===== config.mk =====
export PLATFORM = sky130hd
export DESIGN_NAME = axi4_s_rd_fifo_credit_flat
export DESIGN_NICKNAME = d
export VERILOG_FILES = /design/src/rtl/axi4_s_rd_fifo_credit_if.sv /design/src/rtl/axi4_s_rd_fifo_credit.sv /design/src/flat_wrapper.sv
export SDC_FILE = /design/constraint.sdc
export NUM_CORES = 1
export LEC_CHECK = 0
export CAP_MARGIN = 20
export CORE_UTILIZATION = 40
export DETAILED_ROUTE_END_ITERATION = 10
export PLACE_DENSITY = 0.6
export SYNTH_ARGS = -nofsm -noshare
export SYNTH_HDL_FRONTEND = slang
export SYNTH_SLANG_ARGS = --single-unit

===== constraint.sdc =====
create_clock -name aclk -period 5.5 [get_ports aclk]
set_input_delay 1.1 -clock aclk [delete_from_list [all_inputs] [get_ports aclk]]
set_output_delay 1.1 -clock aclk [all_outputs]
set_load 0.01 [all_outputs]

===== src/rtl/axi4_s_rd_fifo_credit_if.sv =====
// AXI4-lite read-channel bundle (AR + R) between a master and the slave-side read buffer.
interface axi4_s_rd_fifo_credit_if #(
   parameter int unsigned A_W = 32,
   parameter int unsigned D_W = 32
);
   logic [A_W-1:0] s_araddr;
   logic [2:0]     s_arprot;
   logic           s_arvalid;
   logic           s_arready;
   logic [D_W-1:0] s_rdata;
   logic [1:0]     s_rresp;
   logic           s_rvalid;
   logic           s_rready;

   modport master (
      output s_araddr, s_arprot, s_arvalid, s_rready,
      input  s_arready, s_rdata, s_rresp, s_rvalid
   );

   modport slave (
      input  s_araddr, s_arprot, s_arvalid, s_rready,
      output s_arready, s_rdata, s_rresp, s_rvalid
   );
endinterface


===== src/rtl/axi4_s_rd_fifo_credit.sv =====
// AXI4-lite slave read buffer: AR FIFO to backend, R FIFO to master, credit-limited AR acceptance.
// Optional statistics counters are enabled with `define AXI4_S_RD_FIFO_STATS_EN.
module axi4_s_rd_fifo_credit #(
   parameter int unsigned A_W      = 32,
   parameter int unsigned D_W      = 32,
   parameter int unsigned AR_DEPTH = 4,
   parameter int unsigned R_DEPTH  = 4
) (
   input  logic                           aclk,
   input  logic                           reset,
   axi4_s_rd_fifo_credit_if.slave         s_axi,
   input  logic                           ar_rd_en,
   output logic                           ar_rd_empty,
   output logic [A_W-1:0]                 ar_addr,
   output logic [2:0]                     ar_prot,
   input  logic                           r_wr_en,
   input  logic [D_W-1:0]                 r_data,
   input  logic [1:0]                     r_resp,
   output logic                           r_wr_full,
   output logic [$clog2(R_DEPTH+1)-1:0]   outstanding,
`ifdef AXI4_S_RD_FIFO_STATS_EN
   output logic [31:0]                    stat_ar_cnt,
   output logic [31:0]                    stat_r_cnt,
   output logic [31:0]                    stat_err_resp_cnt,
`endif
   output logic                           err_sticky
);
   localparam int unsigned ArAw = $clog2(AR_DEPTH);
   localparam int unsigned ArPw = ArAw + 1;
   localparam int unsigned RAw  = $clog2(R_DEPTH);
   localparam int unsigned RPw  = RAw + 1;
   localparam int unsigned OutW = $clog2(R_DEPTH + 1);
   localparam int unsigned ArEw = A_W + 3;
   localparam int unsigned REw  = D_W + 2;

   logic [ArEw-1:0] ar_mem_q [AR_DEPTH];
   logic [ArEw-1:0] ar_mem_d [AR_DEPTH];
   logic [REw-1:0]  r_mem_q  [R_DEPTH];
   logic [REw-1:0]  r_mem_d  [R_DEPTH];
   logic [ArPw-1:0] ar_wptr_q, ar_wptr_d, ar_rptr_q, ar_rptr_d;
   logic [RPw-1:0]  r_wptr_q, r_wptr_d, r_rptr_q, r_rptr_d;
   logic [OutW-1:0] outstanding_q, outstanding_d;
   logic [OutW-1:0] bpend_q, bpend_d;
   logic            err_q, err_d;

   logic ar_empty, ar_full, r_empty, r_full;
   logic arready, rvalid;
   logic ar_push, ar_pop, r_push, r_pop, bpend_dec;
   logic [REw-1:0] r_head;
   logic [ArEw-1:0] ar_head;

   assign ar_empty = (ar_wptr_q == ar_rptr_q);
   assign ar_full  = (ar_wptr_q[ArAw] != ar_rptr_q[ArAw]) &&
                     (ar_wptr_q[ArAw-1:0] == ar_rptr_q[ArAw-1:0]);
   assign r_empty  = (r_wptr_q == r_rptr_q);
   assign r_full   = (r_wptr_q[RAw] != r_rptr_q[RAw]) &&
                     (r_wptr_q[RAw-1:0] == r_rptr_q[RAw-1:0]);

   // Full/credit state comes only from registers, so a same-cycle pop never frees space early.
   assign arready = !ar_full && (outstanding_q < OutW'(R_DEPTH)) && !reset;
   assign rvalid  = !r_empty && !reset;

   assign ar_push   = s_axi.s_arvalid && arready;
   assign ar_pop    = ar_rd_en && !ar_empty;
   assign r_push    = r_wr_en && !r_full;
   assign r_pop     = rvalid && s_axi.s_rready;
   assign bpend_dec = r_push && ((bpend_q != '0) || ar_pop);

   assign ar_head = ar_mem_q[ar_rptr_q[ArAw-1:0]];
   assign r_head  = r_mem_q[r_rptr_q[RAw-1:0]];

   assign s_axi.s_arready = arready;
   assign s_axi.s_rvalid  = rvalid;
   assign s_axi.s_rdata   = r_head[D_W-1:0];
   assign s_axi.s_rresp   = r_head[REw-1:D_W];
   assign ar_rd_empty     = ar_empty;
   assign ar_addr         = ar_head[A_W-1:0];
   assign ar_prot         = ar_head[ArEw-1:A_W];
   assign r_wr_full       = r_full;
   assign outstanding     = outstanding_q;
   assign err_sticky      = err_q;

   always_comb begin
      ar_mem_d      = ar_mem_q;
      r_mem_d       = r_mem_q;
      ar_wptr_d     = ar_wptr_q;
      ar_rptr_d     = ar_rptr_q;
      r_wptr_d      = r_wptr_q;
      r_rptr_d      = r_rptr_q;
      outstanding_d = outstanding_q;
      bpend_d       = bpend_q;
      err_d         = err_q;

      if (ar_push) begin
         ar_mem_d[ar_wptr_q[ArAw-1:0]] = {s_axi.s_arprot, s_axi.s_araddr};
         ar_wptr_d = ar_wptr_q + ArPw'(1);
      end
      if (ar_pop) begin
         ar_rptr_d = ar_rptr_q + ArPw'(1);
      end
      if (r_push) begin
         r_mem_d[r_wptr_q[RAw-1:0]] = {r_resp, r_data};
         r_wptr_d = r_wptr_q + RPw'(1);
      end
      if (r_pop) begin
         r_rptr_d = r_rptr_q + RPw'(1);
      end

      // Floor at zero so a stray backend response cannot wrap the credit count.
      if (ar_push && !r_pop) begin
         outstanding_d = outstanding_q + OutW'(1);
      end else if (!ar_push && r_pop && (outstanding_q != '0)) begin
         outstanding_d = outstanding_q - OutW'(1);
      end

      if (ar_pop && !bpend_dec && (bpend_q != '1)) begin
         bpend_d = bpend_q + OutW'(1);
      end else if (!ar_pop && bpend_dec) begin
         bpend_d = bpend_q - OutW'(1);
      end

      if ((ar_rd_en && ar_empty) || (r_wr_en && r_full) ||
          (r_push && (bpend_q == '0) && !ar_pop)) begin
         err_d = 1'b1;
      end
   end

   always_ff @(posedge aclk) begin
      ar_mem_q <= ar_mem_d;
      r_mem_q  <= r_mem_d;
   end

   always_ff @(posedge aclk) begin
      if (reset) begin
         ar_wptr_q     <= '0;
         ar_rptr_q     <= '0;
         r_wptr_q      <= '0;
         r_rptr_q      <= '0;
         outstanding_q <= '0;
         bpend_q       <= '0;
         err_q         <= 1'b0;
      end else begin
         ar_wptr_q     <= ar_wptr_d;
         ar_rptr_q     <= ar_rptr_d;
         r_wptr_q      <= r_wptr_d;
         r_rptr_q      <= r_rptr_d;
         outstanding_q <= outstanding_d;
         bpend_q       <= bpend_d;
         err_q         <= err_d;
      end
   end

`ifdef AXI4_S_RD_FIFO_STATS_EN
   logic [31:0] stat_ar_cnt_q, stat_ar_cnt_d;
   logic [31:0] stat_r_cnt_q, stat_r_cnt_d;
   logic [31:0] stat_err_resp_cnt_q, stat_err_resp_cnt_d;

   always_comb begin
      stat_ar_cnt_d       = stat_ar_cnt_q;
      stat_r_cnt_d        = stat_r_cnt_q;
      stat_err_resp_cnt_d = stat_err_resp_cnt_q;
      if (ar_push && (stat_ar_cnt_q != '1)) begin
         stat_ar_cnt_d = stat_ar_cnt_q + 32'd1;
      end
      if (r_pop && (stat_r_cnt_q != '1)) begin
         stat_r_cnt_d = stat_r_cnt_q + 32'd1;
      end
      if (r_pop && r_head[REw-1] && (stat_err_resp_cnt_q != '1)) begin
         stat_err_resp_cnt_d = stat_err_resp_cnt_q + 32'd1;
      end
   end

   always_ff @(posedge aclk) begin
      if (reset) begin
         stat_ar_cnt_q       <= '0;
         stat_r_cnt_q        <= '0;
         stat_err_resp_cnt_q <= '0;
      end else begin
         stat_ar_cnt_q       <= stat_ar_cnt_d;
         stat_r_cnt_q        <= stat_r_cnt_d;
         stat_err_resp_cnt_q <= stat_err_resp_cnt_d;
      end
   end

   assign stat_ar_cnt       = stat_ar_cnt_q;
   assign stat_r_cnt        = stat_r_cnt_q;
   assign stat_err_resp_cnt = stat_err_resp_cnt_q;
`endif
endmodule


===== src/flat_wrapper.sv =====
// flat-port wrapper written by rule: the top's interface ports become plain ports
module axi4_s_rd_fifo_credit_flat 
#(
   parameter int unsigned A_W      = 32,
   parameter int unsigned D_W      = 32,
   parameter int unsigned AR_DEPTH = 4,
   parameter int unsigned R_DEPTH  = 4
)
  (aclk, reset, ar_rd_en, ar_rd_empty, ar_addr, ar_prot, r_wr_en, r_data, r_resp, r_wr_full, outstanding, err_sticky, s_axi_s_araddr, s_axi_s_arprot, s_axi_s_arvalid, s_axi_s_rready, s_axi_s_arready, s_axi_s_rdata, s_axi_s_rresp, s_axi_s_rvalid);
  axi4_s_rd_fifo_credit_if #(.A_W(A_W), .D_W(D_W)) s_axi_i ();
  input  logic aclk;
  input  logic reset;
  input  logic ar_rd_en;
  output logic ar_rd_empty;
  output logic [A_W-1:0] ar_addr;
  output logic [2:0] ar_prot;
  input  logic r_wr_en;
  input  logic [D_W-1:0] r_data;
  input  logic [1:0] r_resp;
  output logic r_wr_full;
  output logic [$clog2(R_DEPTH+1)-1:0] outstanding;
  output logic err_sticky;
  input wire logic [$bits(s_axi_i.s_araddr)-1:0] s_axi_s_araddr;
  input wire logic [$bits(s_axi_i.s_arprot)-1:0] s_axi_s_arprot;
  input wire logic [$bits(s_axi_i.s_arvalid)-1:0] s_axi_s_arvalid;
  input wire logic [$bits(s_axi_i.s_rready)-1:0] s_axi_s_rready;
  output wire logic [$bits(s_axi_i.s_arready)-1:0] s_axi_s_arready;
  output wire logic [$bits(s_axi_i.s_rdata)-1:0] s_axi_s_rdata;
  output wire logic [$bits(s_axi_i.s_rresp)-1:0] s_axi_s_rresp;
  output wire logic [$bits(s_axi_i.s_rvalid)-1:0] s_axi_s_rvalid;
  assign s_axi_i.s_araddr = s_axi_s_araddr;
  assign s_axi_i.s_arprot = s_axi_s_arprot;
  assign s_axi_i.s_arvalid = s_axi_s_arvalid;
  assign s_axi_i.s_rready = s_axi_s_rready;
  assign s_axi_s_arready = s_axi_i.s_arready;
  assign s_axi_s_rdata = s_axi_i.s_rdata;
  assign s_axi_s_rresp = s_axi_i.s_rresp;
  assign s_axi_s_rvalid = s_axi_i.s_rvalid;
  axi4_s_rd_fifo_credit #(.A_W(A_W), .D_W(D_W), .AR_DEPTH(AR_DEPTH), .R_DEPTH(R_DEPTH)) u_core (.aclk(aclk), .reset(reset), .s_axi(s_axi_i), .ar_rd_en(ar_rd_en), .ar_rd_empty(ar_rd_empty), .ar_addr(ar_addr), .ar_prot(ar_prot), .r_wr_en(r_wr_en), .r_data(r_data), .r_resp(r_resp), .r_wr_full(r_wr_full), .outstanding(outstanding), .err_sticky(err_sticky));
endmodule

After elaboration in Yosys (flattened, before gate mapping)
Index checks and enable logic that the tools add are counted.
W data, S select, Z words.

word-level totals
  flip-flop bits (word level) = 295
  output and inout bits = 77

operators by class
  muxes and demuxes = 16
  bitwise operators = 4
  $lt $le $gt $ge = 7
  eq/ne operators = 7
  add/subtract/negate cells = 8
  reductions and logical operators = 39

operator list
  operator               count
  $bwmux W140            1
  $bwmux W136            1
  $mux W35               3
  $mux W34               3
  $bmux W35 S2           1
  $demux W35 S2          1
  $bmux W34 S2           1
  $demux W34 S2          1
  $logic_and A1 B1 Y1    22
  $add A3 B1 Y3 const B  6
  $ge A3 B3 Y1 const B   4
  $mux W3                4
  $not A2 Y3             4
  $logic_not A1 Y1       9
  $eq A3 B3 Y1           2
  $lt A3 B1 Y1 const B   2
  $reduce_bool A3 Y1     2
  $sub A3 B1 Y3 const B  2
  $eq A2 B2 Y1           2
  $reduce_bool A2 Y1     2
  $logic_not A3 Y1       1
  $logic_or A1 B1 Y1     3
  $lt A3 B3 Y1 const B   1
  $ne A3 B3 Y1 const B   1
  $ne A1 B1 Y1           2

Longest topological paths before layout
  depth in word-level cells = 11
  depth in mapped cells = 12

Worst setup path before layout
No wires, ideal clock.

  path kind = input to register
  start point = input reset
  end point = register u_core.ar_mem_q[0] in the netlist's numbering, enable pin
  arrival time = 2,473 ps
  path buffers = 1
  data required time = 5,103 ps
  library setup time = 397 ps
  stages = 4
  setup slack = 2,630 ps
  cells stage by stage = nor2_1 > o311a_1 > buf_4 > and2_1

on the way
  cells in the longest elaborated chain, start to end = 3

RTL lines
  what                  line                          text
  from (decl)           flat_wrapper.sv:12            input logic reset;
  $logic_not A1 Y1      axi4_s_rd_fifo_credit.sv:60   assign arready = !ar_full && (outstanding_q < OutW'(R_DEPTH)) && !reset;
  $logic_and A1 B1 Y1   axi4_s_rd_fifo_credit.sv:60
  $logic_and A1 B1 Y1   axi4_s_rd_fifo_credit.sv:63   assign ar_push = s_axi.s_arvalid && arready;
  to (signal assigned)  axi4_s_rd_fifo_credit.sv:129  ar_mem_q <= ar_mem_d;
  to (decl)             axi4_s_rd_fifo_credit.sv:36   logic [ArEw-1:0] ar_mem_q [AR_DEPTH];

Every way passes these cells.
A chain may end at the register's enable or synchronous reset.

Worst setup path after layout
  start point = input reset
  end point = output s_axi_s_arready

on the way
  cells in the longest elaborated chain, start to end = 2

RTL lines
  what                 line                         text
  $logic_not A1 Y1     axi4_s_rd_fifo_credit.sv:60
  $logic_and A1 B1 Y1  axi4_s_rd_fifo_credit.sv:60
  to (decl)            flat_wrapper.sv:27           output wire logic [$bits(s_axi_i.s_arready)-1:0] s_axi_s_arready;

Every way passes these cells.

==> flow_summary_export.csv <==
group,metric,value,unit
pwr,p_leak,4.46,nW
drt,via_per_inst,5.00,
drt,finalWirelength,20500,um
synthesis,ys_seq_area_frac,0.777,
drt,drt-initial-drc-count,386,
layout,seq_area,8670,um2
cts,tritoncts,"built",
sta,whs,0.533,ns
placement,place_ws,1.39,ns
cts,insertion_delay,0.54,ns
sta,setup_slack,1.39,ns
drt,ant_nets,0,
setup_path,critPathKind,"primary input to output port",
global_route,grt_max_degree,38,
drt,drt_drc_violations_left,0,
die,die_w,169,um
cts,clkSinkCount,295,
cts,hold_buffers,0,
synthesis,yosysWarnings,0,
layout,nets,751,
drt,wl_per_cell,19.4,um
placement,port_buffers,151,
die,core_area,27200,um2
synthesis,synth.avg_cell_area,22.5,um2
cts,clkSlewWorstSetupHoldPaths,0.06,ns
drt,first_pass_iters,4,
global_route,grt_overflow,0,
setup_path,startpoint_type,"primary input",
sta,hold_viol_final,0,
layout,nFillCells,2190,
pwr,cellPowerDensity,407,nW/um2
status,status,"completed",
layout,fin_area,14000,um2
cts,cts_buffer_depth,3,
layout,layout_commonest_cell,"edfxtp_1",
sta,worst_pin_slew,1.07,ns
pwr,irDropWorstVdd,0.268,mV
sta,finalCritPeriodShare,0.747,
layout,most-common-layout-cells,"edfxtp_1 (276), clkdlybuf4s50_1 (151), mux4_2 (69), clkbuf_16 (31), nor2_1 (22)",
synthesis,yosys_register_bits,295,
drt,vias,5272,
sta,fmax,0.244,GHz
setup_path,cp-end-kind,"output port",
global_route,grt_usage,0.146,
synthesis,synthesis.area,11200,um2
sta,skew,0.00732,ns
synthesis,synth.net_count,583,
sta,rsz0062_at_grt,"false",
die,dieHeight,169,um
sta,finalSetupViolations,0,
layout,multi_input_area,2350,um2
global_route,antenna_found_initial,0,
placement,gp_congestion,0.700,
layout,n_antenna_cell,0,
die,start_util,0.410,
cts,postCtsSetupBuffers,0,
global_route,grt_pass1_wl,31600,um
global_route,grt_pass1_vias,5705,
cts,h-tree-depth,1,
setup_path,crit_arrival,3.01,ns
layout,drive_above_1_share,0.194,
hold_path,holdCritPathClass,"register to register",
cts,cts_resized,0,
layout,post-route-util,0.515,
layout,area_growth_syn_to_layout,25.6,%
setup_path,critical_path_required,4.40,ns
sta,tns,0,ns
sta,period_minus_slack,4.11,ns
die,num_rows,60,
placement,placed_area,13100,um2
cts,clockRootBuffer,"clkbuf_16",
sta,slew_viol_final,0,
run,drv_cap,0,
sta,relSlewSlack,0.285,
synthesis,ys_types,39,
cts,numCtsBuffers,30,
synthesis,synthCells,496,
layout,layout.cells.non_filler,1054,
die,dieArea,28600,um2
pwr,total_power,5.70,mW
placement,dp_cells,1004,
placement,dpl.hpwl,12400,um
die,pin_count,152,
setup_path,crit_fanout,25,
layer usage:
layer  vias to the layer above  part of all wire  GRT usage
met1                      2696              0.42      0.180
met2                       156              0.48      0.246
li1                       2383                 -          -
met3                        37             0.082     0.0503
met5                         -                 0          0
met4                         0             0.022     0.0353
kinds of logic after synthesis:
| kind of cell | synth area share |
|---|---|
| AND/OR/NAND/NOR | 0.0222 |
| XOR/XNOR | 0.0147 |
| buffers and inverters | 0.0126 |
| flip-flops | 0.777 |
| multiplexers | 0.145 |
| AO/OA/AOI/OAI | 0.0136 |
| adder cells (fa/ha/maj) | 0.0148 |
cell usage after synthesis:
| library cell | number | area share |
|---|---|---|
| a311oi_1 | 1 | 0.00079 |
| nand2_1 | 4 | 0.0013 |
| buf_4 | 3 | 0.0020 |
| o21ai_0 | 3 | 0.0013 |
| o311a_1 | 1 | 0.00090 |
| mux2_1 | 2 | 0.0020 |
| xor2_1 | 7 | 0.0055 |
| nor4_1 | 1 | 0.00056 |
| or2_2 | 1 | 0.00056 |
| edfxtp_1 | 276 | 0.74 |
| clkbuf_1 | 8 | 0.0027 |
| a31o_2 | 1 | 0.00079 |
| xnor2_2 | 2 | 0.0029 |
| o21a_1 | 1 | 0.00067 |
| o31ai_1 | 1 | 0.00067 |
| a21oi_1 | 6 | 0.0027 |
| o32ai_1 | 1 | 0.00079 |
| nor2_1 | 22 | 0.0074 |
| fa_1 | 2 | 0.0036 |
| buf_6 | 2 | 0.0020 |
| and2_1 | 8 | 0.0045 |
| and2_4 | 1 | 0.00079 |
| buf_2 | 7 | 0.0031 |
| o31a_1 | 1 | 0.00079 |
| nand3_1 | 1 | 0.00045 |
| nor4b_2 | 1 | 0.0013 |
| a31oi_4 | 1 | 0.0019 |
| ha_1 | 10 | 0.011 |
| mux4_2 | 69 | 0.14 |
| xnor2_1 | 8 | 0.0063 |
| nand2b_1 | 4 | 0.0022 |
| a22oi_2 | 1 | 0.0011 |
| nor3_1 | 3 | 0.0013 |
| nor2b_1 | 2 | 0.0011 |
| a31oi_1 | 2 | 0.0011 |
| inv_1 | 8 | 0.0027 |
| and3_1 | 1 | 0.00056 |
| mux2i_1 | 4 | 0.0036 |
| dfxtp_1 | 19 | 0.034 |
final cells by class:
cell class | instances | area share
tap | 372 | 0.0332
sequential | 295 | 0.619
clock inverter | 11 | 0.00911
clock buffer | 39 | 0.0575
multi-input combinational | 173 | 0.168
inverter | 8 | 0.00214
timing repair buffer | 156 | 0.111
state kept, by name, summed over array words and instances (netlist names):
signal	cells
u_core.bpend_q	3
u_core.r_mem_q	136
u_core.r_rptr_q	3
u_core.ar_mem_q	140
u_core.r_wptr_q	3
u_core.outstanding	3
u_core.err_sticky	1
u_core.ar_wptr_q	3
u_core.ar_rptr_q	3
final timing paths:
check                          start                 to  slack [ns]  cells after the start
hold / removal     u_core.err_sticky  u_core.err_sticky        0.53                      2
setup reg to reg  u_core.r_rptr_q[1]  u_core.bpend_q[2]        2.46                      8
hold reg to reg    u_core.err_sticky  u_core.err_sticky        0.53                      2
setup / recovery               reset    s_axi_s_arready        1.39                      4
power breakdown:
part | switching (mW) | internal [mW]
sequential | 0.127 | 2.59
combinational | 0.431 | 0.623
clock | 0.772 | 1.16
critical path, cell delays in order:
cell and delay, ns:
clkdlybuf4s50_1 0.87, nor2_1 0.35, o21a_1 0.16, clkdlybuf4s50_1 0.53
Power figures use the tool's default switching activity.
